`src/rtl/ped_signal_ctrl.sv`:
```
// ped_signal_ctrl: pedestrian crossing controller slaved to the vehicle light FSM,
// with debounced request latch, WALK/flashing-clearance phases and 2-digit countdown.
module ped_signal_ctrl #(
  parameter int WALK_TIME  = 40,
  parameter int CLEAR_TIME = 15,
  parameter int DEBOUNCE   = 4,
  parameter int FLASH_DIV  = 2
) (
  input  logic       clk,
  input  logic       rst,
  input  logic       red,
  input  logic       yellow,
  input  logic       green,
  input  logic       ped_btn,
  output logic       walk,
  output logic       dont_walk,
  output logic       req_pending,
  output logic       fault,
  output logic [6:0] seg_tens,
  output logic [6:0] seg_ones
);
  localparam int DW = $clog2(DEBOUNCE + 1);
  localparam int FW = $clog2(FLASH_DIV + 1);
  localparam logic [DW-1:0] DB_MAX = DW'(DEBOUNCE - 1);
  localparam logic [FW-1:0] FL_MAX = FW'(FLASH_DIV - 1);
  localparam logic [6:0] WALK_LOAD  = 7'(WALK_TIME - 1);
  localparam logic [6:0] CLEAR_LOAD = 7'(CLEAR_TIME - 1);

  typedef enum logic [1:0] {P_STOP, P_WALK, P_CLEAR, P_FAULT} state_t;

  state_t          st_q, st_d;
  logic            s1_q, s2_q, btn_db_q, btn_db_d, btn_prev_q, red_q;
  logic            req_q, req_d, walk_q, walk_d, dw_q, dw_d, fault_q, fault_d;
  logic [DW-1:0]   db_cnt_q, db_cnt_d;
  logic [FW-1:0]   fl_cnt_q, fl_cnt_d;
  logic [6:0]      cnt_q, cnt_d, disp, seg_tens_q, seg_tens_d, seg_ones_q, seg_ones_d;
  logic [3:0]      tens, ones;
  logic            red_rise, db_rise, grant, show;

  function automatic logic [6:0] seg7(input logic [3:0] d);
    case (d)
      4'd0: return 7'b0111111;
      4'd1: return 7'b0000110;
      4'd2: return 7'b1011011;
      4'd3: return 7'b1001111;
      4'd4: return 7'b1100110;
      4'd5: return 7'b1101101;
      4'd6: return 7'b1111101;
      4'd7: return 7'b0000111;
      4'd8: return 7'b1111111;
      4'd9: return 7'b1101111;
      default: return 7'b0000000;
    endcase
  endfunction

  always_comb begin
    red_rise = red & ~red_q;
    db_rise  = btn_db_q & ~btn_prev_q;
    db_cnt_d = (s2_q == btn_db_q || db_cnt_q == DB_MAX) ? '0 : db_cnt_q + DW'(1);
    btn_db_d = (s2_q != btn_db_q && db_cnt_q == DB_MAX) ? s2_q : btn_db_q;
    st_d     = st_q;
    cnt_d    = cnt_q;
    grant    = 1'b0;
    case (st_q)
      P_STOP: if (red_rise && req_q) begin
        st_d  = P_WALK;
        cnt_d = WALK_LOAD;
        grant = 1'b1;
      end
      P_WALK: if (!red) st_d = P_STOP;
        else if (cnt_q == 7'd0) begin
          st_d  = P_CLEAR;
          cnt_d = CLEAR_LOAD;
        end else cnt_d = cnt_q - 7'd1;
      P_CLEAR: if (!red || cnt_q == 7'd0) st_d = P_STOP;
        else cnt_d = cnt_q - 7'd1;
      default: st_d = P_FAULT;
    endcase
    // any non-one-hot light sample locks the crossing to DON'T WALK
    if (!$onehot({red, yellow, green})) st_d = P_FAULT;
    fl_cnt_d   = (st_q != P_CLEAR || fl_cnt_q == FL_MAX) ? '0 : fl_cnt_q + FW'(1);
    dw_d       = st_d == P_WALK ? 1'b0 :
                 st_d != P_CLEAR || st_q != P_CLEAR ? 1'b1 :
                 fl_cnt_q == FL_MAX ? ~dw_q : dw_q;
    walk_d     = st_d == P_WALK;
    fault_d    = st_d == P_FAULT;
    req_d      = st_d == P_FAULT ? 1'b0 : (req_q & ~grant) | db_rise;
    disp       = cnt_d > 7'd98 ? 7'd99 : cnt_d + 7'd1;
    tens       = 4'(disp / 7'd10);
    ones       = 4'(disp % 7'd10);
    show       = st_d == P_WALK || st_d == P_CLEAR;
    seg_tens_d = show && tens != 4'd0 ? seg7(tens) : 7'd0;
    seg_ones_d = show ? seg7(ones) : 7'd0;
  end

  always_ff @(posedge clk or negedge rst) begin
    if (!rst) begin
      st_q       <= P_STOP;
      s1_q       <= 1'b0;
      s2_q       <= 1'b0;
      btn_db_q   <= 1'b0;
      btn_prev_q <= 1'b0;
      db_cnt_q   <= '0;
      fl_cnt_q   <= '0;
      cnt_q      <= 7'd0;
      red_q      <= 1'b0;
      req_q      <= 1'b0;
      walk_q     <= 1'b0;
      dw_q       <= 1'b1;
      fault_q    <= 1'b0;
      seg_tens_q <= 7'd0;
      seg_ones_q <= 7'd0;
    end else begin
      st_q       <= st_d;
      s1_q       <= ped_btn;
      s2_q       <= s1_q;
      btn_db_q   <= btn_db_d;
      btn_prev_q <= btn_db_q;
      db_cnt_q   <= db_cnt_d;
      fl_cnt_q   <= fl_cnt_d;
      cnt_q      <= cnt_d;
      red_q      <= red;
      req_q      <= req_d;
      walk_q     <= walk_d;
      dw_q       <= dw_d;
      fault_q    <= fault_d;
      seg_tens_q <= seg_tens_d;
      seg_ones_q <= seg_ones_d;
    end
  end

  assign walk        = walk_q;
  assign dont_walk   = dw_q;
  assign req_pending = req_q;
  assign fault       = fault_q;
  assign seg_tens    = seg_tens_q;
  assign seg_ones    = seg_ones_q;
endmodule
```
`config.mk`:
```
export PLATFORM = sky130hd
export DESIGN_NAME = ped_signal_ctrl
export DESIGN_NICKNAME = d
export VERILOG_FILES = /design/src/rtl/ped_signal_ctrl.sv
export SDC_FILE = /design/constraint.sdc
export NUM_CORES = 1
export LEC_CHECK = 0
export ABC_AREA = 1
export CORE_MARGIN = 4
export CORE_UTILIZATION = 35
export DETAILED_ROUTE_END_ITERATION = 10
export PLACE_DENSITY_LB_ADDON = 0.08
export SLEW_MARGIN = 20
export SYNTH_ARGS = -nofsm -noshare
export SYNTH_HDL_FRONTEND = slang
export SYNTH_SLANG_ARGS = --single-unit
export TNS_END_PERCENT = 5
```
`constraint.sdc`:
```
create_clock -name clk -period 4.2 [get_ports clk]
set_input_delay 0.84 -clock clk [delete_from_list [all_inputs] [get_ports clk]]
set_output_delay 0.84 -clock clk [all_outputs]
set_load 0.01 [all_outputs]
```
# Yosys cells after proc, flatten, opt, wreduce, memory -nomap -nowiden
# Memories as Yosys holds them, arrays and structs flattened.
# Index checks and enable logic that the tools add are counted.
# totals
inputBits	6
mem_count	2
mem_bits_ro	224
output_inout_bits	18
register_bits	37
elab_cells	81
# op_classes
order_cmp	1
muxes	22
n_reduce_logical	13
div	2
add_sub_neg	6
bitwise_logic	8
eq_ne	12
# memory_table
memory	depth	word_bits	rd	rd_ports_with_merged_regs	wr	line_no	rtl
(name not given)	16	7	1	0	0	41	case (d)
(name not given)	16	7	1	0	0	41	
# ops
op	n
2-to-1 mux 7 bit	7
case mux 7 bit (3 select lines)	1
2-to-1 mux 2 bit	6
== test 2 x 1 -> 1 bit (second input constant)	4
adder 7 x 1 -> 7 bit (second input constant)	1
divider 7 x 4 -> 7 bit (second input constant)	1
> comparator 7 bit (second input constant)	1
logical NOT 7 bit	1
remainder unit 7 x 4 -> 7 bit (second input constant)	1
subtractor 7 x 1 -> 7 bit (second input constant)	1
== test 2 bit (second input constant)	3
2-to-1 mux 1 bit	6
case mux 2 bit (3 select lines)	1
logical OR 1 bit	5
inequality test 2 bit (second input constant)	2
NOT 1 bit	4
nonzero test 4 bit	1
adder 3 x 1 -> 3 bit (second input constant)	1
bitwise AND 1 bit	3
== test 3 x 2 -> 1 bit (second input constant)	1
logical AND 1 bit	3
2-to-1 mux 3 bit	1
nonzero test 3 bit	1
adder 1 x 1 -> 2 bit	1
7 further kinds	7

# Longest topological paths before layout
# Gate-level depths: netlist of run 1.
# logic_depth
depth_word	11
ltp_mapped	42

# Least setup slack after synthesis of run 1
# No wires, ideal clock.
# synth_timing
path_type	input-to-reg
startpoint	in red
endpoint	reg seg_tens_q[2], in the netlist seg_tens[2]
arrival_time_ps	4286
slack_ps	-168
setup_time_ps	82
stages	35
t_required_ps	4118
cell_sequence	buf_4 -> nand3_2 -> nor2_2 -> nor2_1 -> nand2_1 -> nand2_2 -> a21oi_4 -> ha_1 -> nand2_2 -> o21ai_1 -> nand2_1 -> inv_2 -> nand2_1 -> nand3_1 -> nand3_2 -> nand2_2 -> nand2_4 -> nand2_1 -> nand2_2 -> inv_2 -> nand2_4 -> nand2_4 -> nand2_2 -> nand2_2 -> inv_2 -> ha_1 -> inv_1 -> nand3_4 -> nand3_4 -> inv_1 -> ha_1 -> nand2_1 -> o21ai_0 -> a21o_1 -> a31oi_1
# synth_via
elab_chain_len	10
elab_cells_between_ends	26
classes_between	2 x add/sub; 1 x div; 1 x order compare; 3 x eq/ne; 11 x mux; 1 x bitwise; 6 x reduce/logical; 1 x memory
# synth_rtl
item	line_no	rtl
from (decl)	11	input logic red,
bitwise AND 1 bit or logical NOT 1 bit (tied branches)	57, 75	
logical AND 1 bit or logical OR 1 bit (tied branches)	65, 75	
2-to-1 mux 7 bit, on equally long branches	65, 75	
case mux 7 bit (3 select lines) (*)	64	case (st_q)
via cnt_d[1]	36	logic [6:0] cnt_q, cnt_d, disp, seg_tens_q, seg_tens_d, seg_ones_q, seg_ones_d;
adder 7 x 1 -> 7 bit or > comparator 7 bit (tied branches)	88	disp = cnt_d > 7'd98 ? 7'd99 : cnt_d + 7'd1;
2-to-1 mux 7 bit (*)	88	
divider 7 x 4 -> 7 bit (*)	89	tens = 4'(disp / 7'd10);
branches (longest 2 deep; another with memory read (16 x 7 bit))	-	
2-to-1 mux 7 bit (*)	92	seg_tens_d = show && tens != 4'd0 ? seg7(tens) : 7'd0;
via seg_tens_d[2]	36	
to (signal assigned)	127	seg_tens_q <= seg_tens_d;
to (decl)	36	
# Mark *: on every way through the listed nets, which the timed path passes.
# A chain may end at the register's enable or synchronous reset.

# Worst setup path in the final report of run 1
# layout_timing
startpoint	reg cnt_q[0]
endpoint	reg seg_tens_q[2], in the netlist seg_tens[2]
# layout_via
elab_chain_len	10
elab_cells_between_ends	24
classes_between	2 x add/sub; 1 x div; 1 x order compare; 2 x eq/ne; 12 x mux; 5 x reduce/logical; 1 x memory
# layout_rtl
item	line_no	rtl
from (decl)	36	
from (signal assigned)	121	cnt_q <= cnt_d;
subtractor 7 x 1 -> 7 bit or logical NOT 7 bit (tied branches)	-	
2-to-1 mux 7 bit or logical OR 1 bit (tied branches)	71, 75	
2-to-1 mux 7 bit, on equally long branches	70, 75	
case mux 7 bit (3 select lines) (*)	64	
via cnt_d[1]	36	
adder 7 x 1 -> 7 bit or > comparator 7 bit (tied branches)	88	
2-to-1 mux 7 bit (*)	88	
divider 7 x 4 -> 7 bit (*)	89	
branches (longest 2 deep; another with memory read (16 x 7 bit))	-	
2-to-1 mux 7 bit (*)	92	
via seg_tens_d[2]	36	
# Marked as above.

==> results.toml, run 1 <==
[setup_path]
critPathMaxFanout = 6
slowest_delay_ns = 0.40
cp-start-kind = "flip-flop"
crit_type = "flip-flop to flip-flop"
worstSetupEndpointType = "flip-flop"
required_ns = 4.40
cpMaxStageDelayCell = "dfrtp_1"
reg2reg_slack_ns = 0.18
arrival_ns = 4.23
crit_top_cell = "nand2_4"

[synth]
synth_area_mm2 = 0.00281
async_reset_ff_share_pct = 100
synthesis.area_per_instance_um2 = 7.83
synth_ff_type = "dfrtp_1"
synth_top_area_cell = "dfrtp_1"
synth_edf_count = 0
postSynthCellCount = 359
synth.area.top_cells = "dfrtp_1 32%, ha_1 9.3%, nand2_1 7.3%"
ys_warn_count = 0
yosysSeqAreaShare_pct = 33.0
synth_nets = 387
synth-seq-cells = 37
yosys.area.top_type_share_pct = 32.1
synth_cell_type_count = 35

[detailed_routing]
via_per_inst = 4.50
post-route-drc-count = 0
num_vias = 2531
first_pass_iters = 4
ant_nets = 0
wirelength_um = 6420
drt-initial-drc-count = 64
wl_per_cell_um = 11.4

[die]
die_area_mm2 = 0.00953
rows = 32
io_pins = 24
core-area_mm2 = 0.00777
dieHeight_um = 97.6
fp.dieW_um = 97.6
initial_core_util_pct = 36.2

[clock_tree]
clk_pin_slew_ns = 0.08
cts_max_level = 2
cts_made_buffers = 5
cts_hold_buffers = 0
cts_tree = "yes"
root_buffer = "clkbuf_8"
worstSkewPairLatency_ns = 0.29
cts.path.max_buffers = 2
cts.sinks = 37

[timing]
fin_ws_ns = 0.176
tightest_slew_ns = 0.824
min_period_ns = 4.02
period_share_pct = 95.8
finClkSkew_ns = 0.00610
relSlewSlack_pct = 45.1
hold_viol = 0
maxSlewViolCount = 0
holdWs_ns = 0.352
max_freq_mhz = 248
rsz0062_at_grt = "true"
setup_viol = 0

[grt]
globalRouteMet1Util_pct = 17.8
gr-total-overflow = 0
grt_max_degree = 38
gr-max-usage-layer = "met2"
antenna_found_initial = 0
grt.total_usage_pct = 13.8
met3_usage_pct = 1.65
grt_pass1_vias = 2446
grt_pass1_wl_um = 10900
grtUsageMet2_pct = 23.5

[placed_design]
dpl_worst_slack_ns = -0.654
gp_congestion = 0.853
postPlaceCellArea_mm2 = 0.00364
port_buffers = 23
hpwl_um = 5080

[cells_and_area]
num-fill-cells = 764
multi_input_area_mm2 = 0.00186
final_nets = 487
layout-drive-gt1-share_pct = 45.4
num_antenna_cells = 0
stdcell_area_mm2 = 0.00407
seq_area_um2 = 927
area_growth_pct = 44.8

[pwr]
p_leak_uw = 0.00209
vdd_drop_max_mv = 0.107
power.density_mw_per_mm2 = 185

[run]
cap_violations = 0

[run_status]
status = "completed"

[worst_hold_path]
hp-class = "flip-flop to flip-flop"
-- routing by layer --
metal / vias to the layer above / wire, um
met5: - / 0
li1: 1323 / -
met3: 6 / 110
met1: 1173 / 2940
met4: 0 / 82
met2: 29 / 3280
-- final timing paths --
| check | start | end | cells after the start |
|---|---|---|---|
| max | cnt_q[0] | seg_tens[2] | 38 |
| min | s1_q | s2_q | 0 |
| max reg2reg | cnt_q[0] | seg_tens[2] | 38 |
| min reg2reg | s1_q | s2_q | 0 |
| max in group asynchronous | rst | seg_tens[5] | 1 |
| min in group asynchronous | rst | cnt_q[6] | 1 |
-- registers in the layout, summed over array words and instances, names as in the netlist --
name	count
seg_tens	7
s1_q	1
red_q	1
req_pending	1
s2_q	1
db_cnt_q	3
cnt_q	7
fault	1
seg_ones	7
btn_prev_q	1
dont_walk	1
st_q	2
fl_cnt_q	2
walk	1
btn_db_q	1
-- cells by family after synthesis --
| group | synth area share (%) |
|---|---|
| compound gates | 5.74 |
| xor+xnor | 0.312 |
| fa+ha+maj | 10.1 |
| buf+inv | 9.62 |
| flops | 33.0 |
| simple gates | 41.3 |
-- cell type report --
cell class | instances | area share [%]
clock buffer | 5 | 1.69
clock inverter | 3 | 1.14
inverter | 70 | 6.64
multi-input combinational | 251 | 45.7
sequential | 37 | 22.8
tap | 102 | 3.14
timing repair buffer | 94 | 18.9
-- cells in the mapped netlist, types with 2 or more instances --
library cell	number
nand2_4	9
nor2_1	40
nand2_2	26
inv_1	49
o21ai_1	4
nor2_4	4
a21oi_2	2
inv_2	20
a21oi_1	7
nand3_2	10
nand4_1	5
nand3_1	28
nand2_1	55
or2_2	4
nor2_2	11
o21ai_0	7
dfrtp_1	36
nor3_1	2
nand3_4	4
ha_1	21
-- report_power, final --
part	switching, uW	internal, uW
logic	33.8	24.2
clock network	133	178
registers	8.34	377
total	175	579
-- stage by stage --
stage | setup TNS (ns) | power (uW) | cells | util, %
after floorplan | -0.0268 | 429 | 359 | -
after global placement | -6.99 | 450 | 542 | 46.8
after detailed placement | -8.03 | 452 | 542 | 46.8
after CTS | 0 | 771 | 552 | 48.6
after global routing | -0.976 | 795 | 562 | 52.4
final | 0 | 754 | 562 | 52.4
-- timing repair --
item,4_1_cts,5_1_grt
setup buffers,2,10
setup endpoints to repair,14,14
pin swaps,1,34
resized for setup,7,50
-- critical path, delay by kind of cell (launching register included) --
family          cells  cell delay [ns]
simple gates       22             1.79
compound gates      4             0.65
fa+ha+maj           4             0.64
buf+inv             8             0.43
flops               1             0.40
-- cells in the final DEF, fill, tap and decap left out, types with 3 or more instances in the layout --
master           count
inv_4                3
clkdlybuf4s50_1     21
ha_4                 6
o21ai_0              6
buf_6                4
nand3_1             25
nor2_1              34
or2_2                4
nand4_1              5
nand3_2              7
clkbuf_8             5
nor2_2              12
nor2_4               9
a21oi_1              6
nand2_4             17
ha_1                14
nand2_1             50
o21ai_1              3
nand2_2             23
buf_4               67
dfrtp_1             36
nand3_4             10
inv_1               40
inv_2               26
Power figures use the tool's default switching activity.
==> inputs of run 2 (changes only) <==
- clock period: 4.2 -> 4.16 ns (I/O delays scaled with it)
==> results.toml, run 2 (synthesized netlist as in run 1, its figures left out) <==
[cells_and_area]
stdcell_area_mm2 = 0.00426
mostFrequentLayoutCells = "70 x buf_4, 44 x nand2_1, 40 x inv_1, 36 x dfrtp_1, 27 x nor2_1"
multi_input_area_mm2 = 0.00199
area_growth_pct = 51.6
final_nets = 491
seq_area_um2 = 927
num-fill-cells = 734
layout_commonest_cell = "buf_4"
num_antenna_cells = 0
layout-drive-gt1-share_pct = 50.6

[placed_design]
postPlaceCellArea_mm2 = 0.00366
gp_congestion = 0.896
dpl_worst_slack_ns = -0.753
hpwl_um = 4940
port_buffers = 23

[setup_path]
slowest_delay_ns = 0.22
cp.depth = 35
cpMaxStageDelayCell = "a21oi_4"
crit_type = "input port to flip-flop"
endpoint = "seg_tens[4]"
worstSetupEndpointType = "flip-flop"
reg2reg_slack_ns = 0.16
arrival_ns = 4.20
crit_top_cell = "nand2_4"
required_ns = 4.34
critPathMaxFanout = 5
r2r_start = "cnt_q[0]"
worstReg2RegEnd = "seg_tens[4]"
startpoint = "red"
crit_buf_inv = 11
cp-start-kind = "input port"
reg2reg_depth = 38
critPathTopFamily = "simple AND/OR/NAND/NOR gates"

[die]
dieHeight_um = 97.6
fp.dieW_um = 97.6
die_area_mm2 = 0.00953
io_pins = 24
core-area_mm2 = 0.00777
rows = 32
initial_core_util_pct = 36.2

[grt]
gr-total-overflow = 0
grt_pass1_wl_um = 10700
grt_pass1_vias = 2418
antenna_found_initial = 0
grt.total_usage_pct = 13.4
grt_max_degree = 38

[clock_tree]
root_buffer = "clkbuf_8"
cts_max_level = 2
cts_made_buffers = 5
cts_tree = "yes"
cts.sinks = 37
worstSkewPairLatency_ns = 0.29
clk_pin_slew_ns = 0.08
cts.path.max_buffers = 2

[timing]
max_freq_mhz = 249
relSlewSlack_pct = 45.7
fin_tns_setup_ns = 0
setup_viol = 0
period_share_pct = 96.6
hold_viol = 0
rsz0062_at_grt = "true"
holdWs_ns = 0.357
tightest_slew_ns = 0.815
maxSlewViolCount = 0
finClkSkew_ns = 0.00647
fin_ws_ns = 0.140
min_period_ns = 4.02

[worst_hold_path]
hp-class = "flip-flop to flip-flop"

[run_status]
status = "completed"

[detailed_routing]
via_per_inst = 4.43
wirelength_um = 6430
ant_nets = 0
wl_per_cell_um = 11.4
post-route-drc-count = 0
drt-initial-drc-count = 74
first_pass_iters = 4
num_vias = 2507

[pwr]
vdd_drop_max_mv = 0.110
total_power_uw = 828
p_leak_uw = 0.00215
power.density_mw_per_mm2 = 194

[run]
cap_violations = 0
[run 2: through the flow]
step | instances | util (%)
floorplan | 359 | -
global placement | 538 | 47.1
detailed placement | 538 | 47.1
CTS | 555 | 49.7
global route | 566 | 54.8
finish | 566 | 54.8
[run 2: worst min-delay path by stage]
stage          start  endpoint  depth (start not counted)
2_1_floorplan   s1_q      s2_q                          0
3_3_place_gp    s1_q      s2_q                          0
3_5_place_dp    s1_q      s2_q                          0
4_1_cts         s1_q      s2_q                          0
5_1_grt         s1_q      s2_q                          0
6_report        s1_q      s2_q                          0
[run 2: area by class of cell]
| class | count | area share [%] |
|---|---|---|
| clock buffer | 5 | 1.62 |
| inverter | 70 | 6.52 |
| tap | 102 | 3.00 |
| timing repair buffer | 98 | 18.9 |
| multi-input combinational | 251 | 46.6 |
| sequential | 37 | 21.8 |
| clock inverter | 3 | 1.62 |
[run 2: power breakdown]
part	internal, uW	switching (uW)
logic	28.0	34.2
registers	380	9.34
clock network	241	134
total	650	178
[run 2: what timing repair did]
action,4_1_cts,5_1_grt
hold buffers,0,0
pin swaps,9,37
buffers inserted,9,11
endpoints found under the setup margin,14,14
resized for setup,8,76
[run 2: layer usage]
layer  track usage, %  part of all wire [%]
met1             17.9                    46
met2             21.9                    50
met3             2.94                   3.1
met4             3.51                  0.68
met5                0                     0
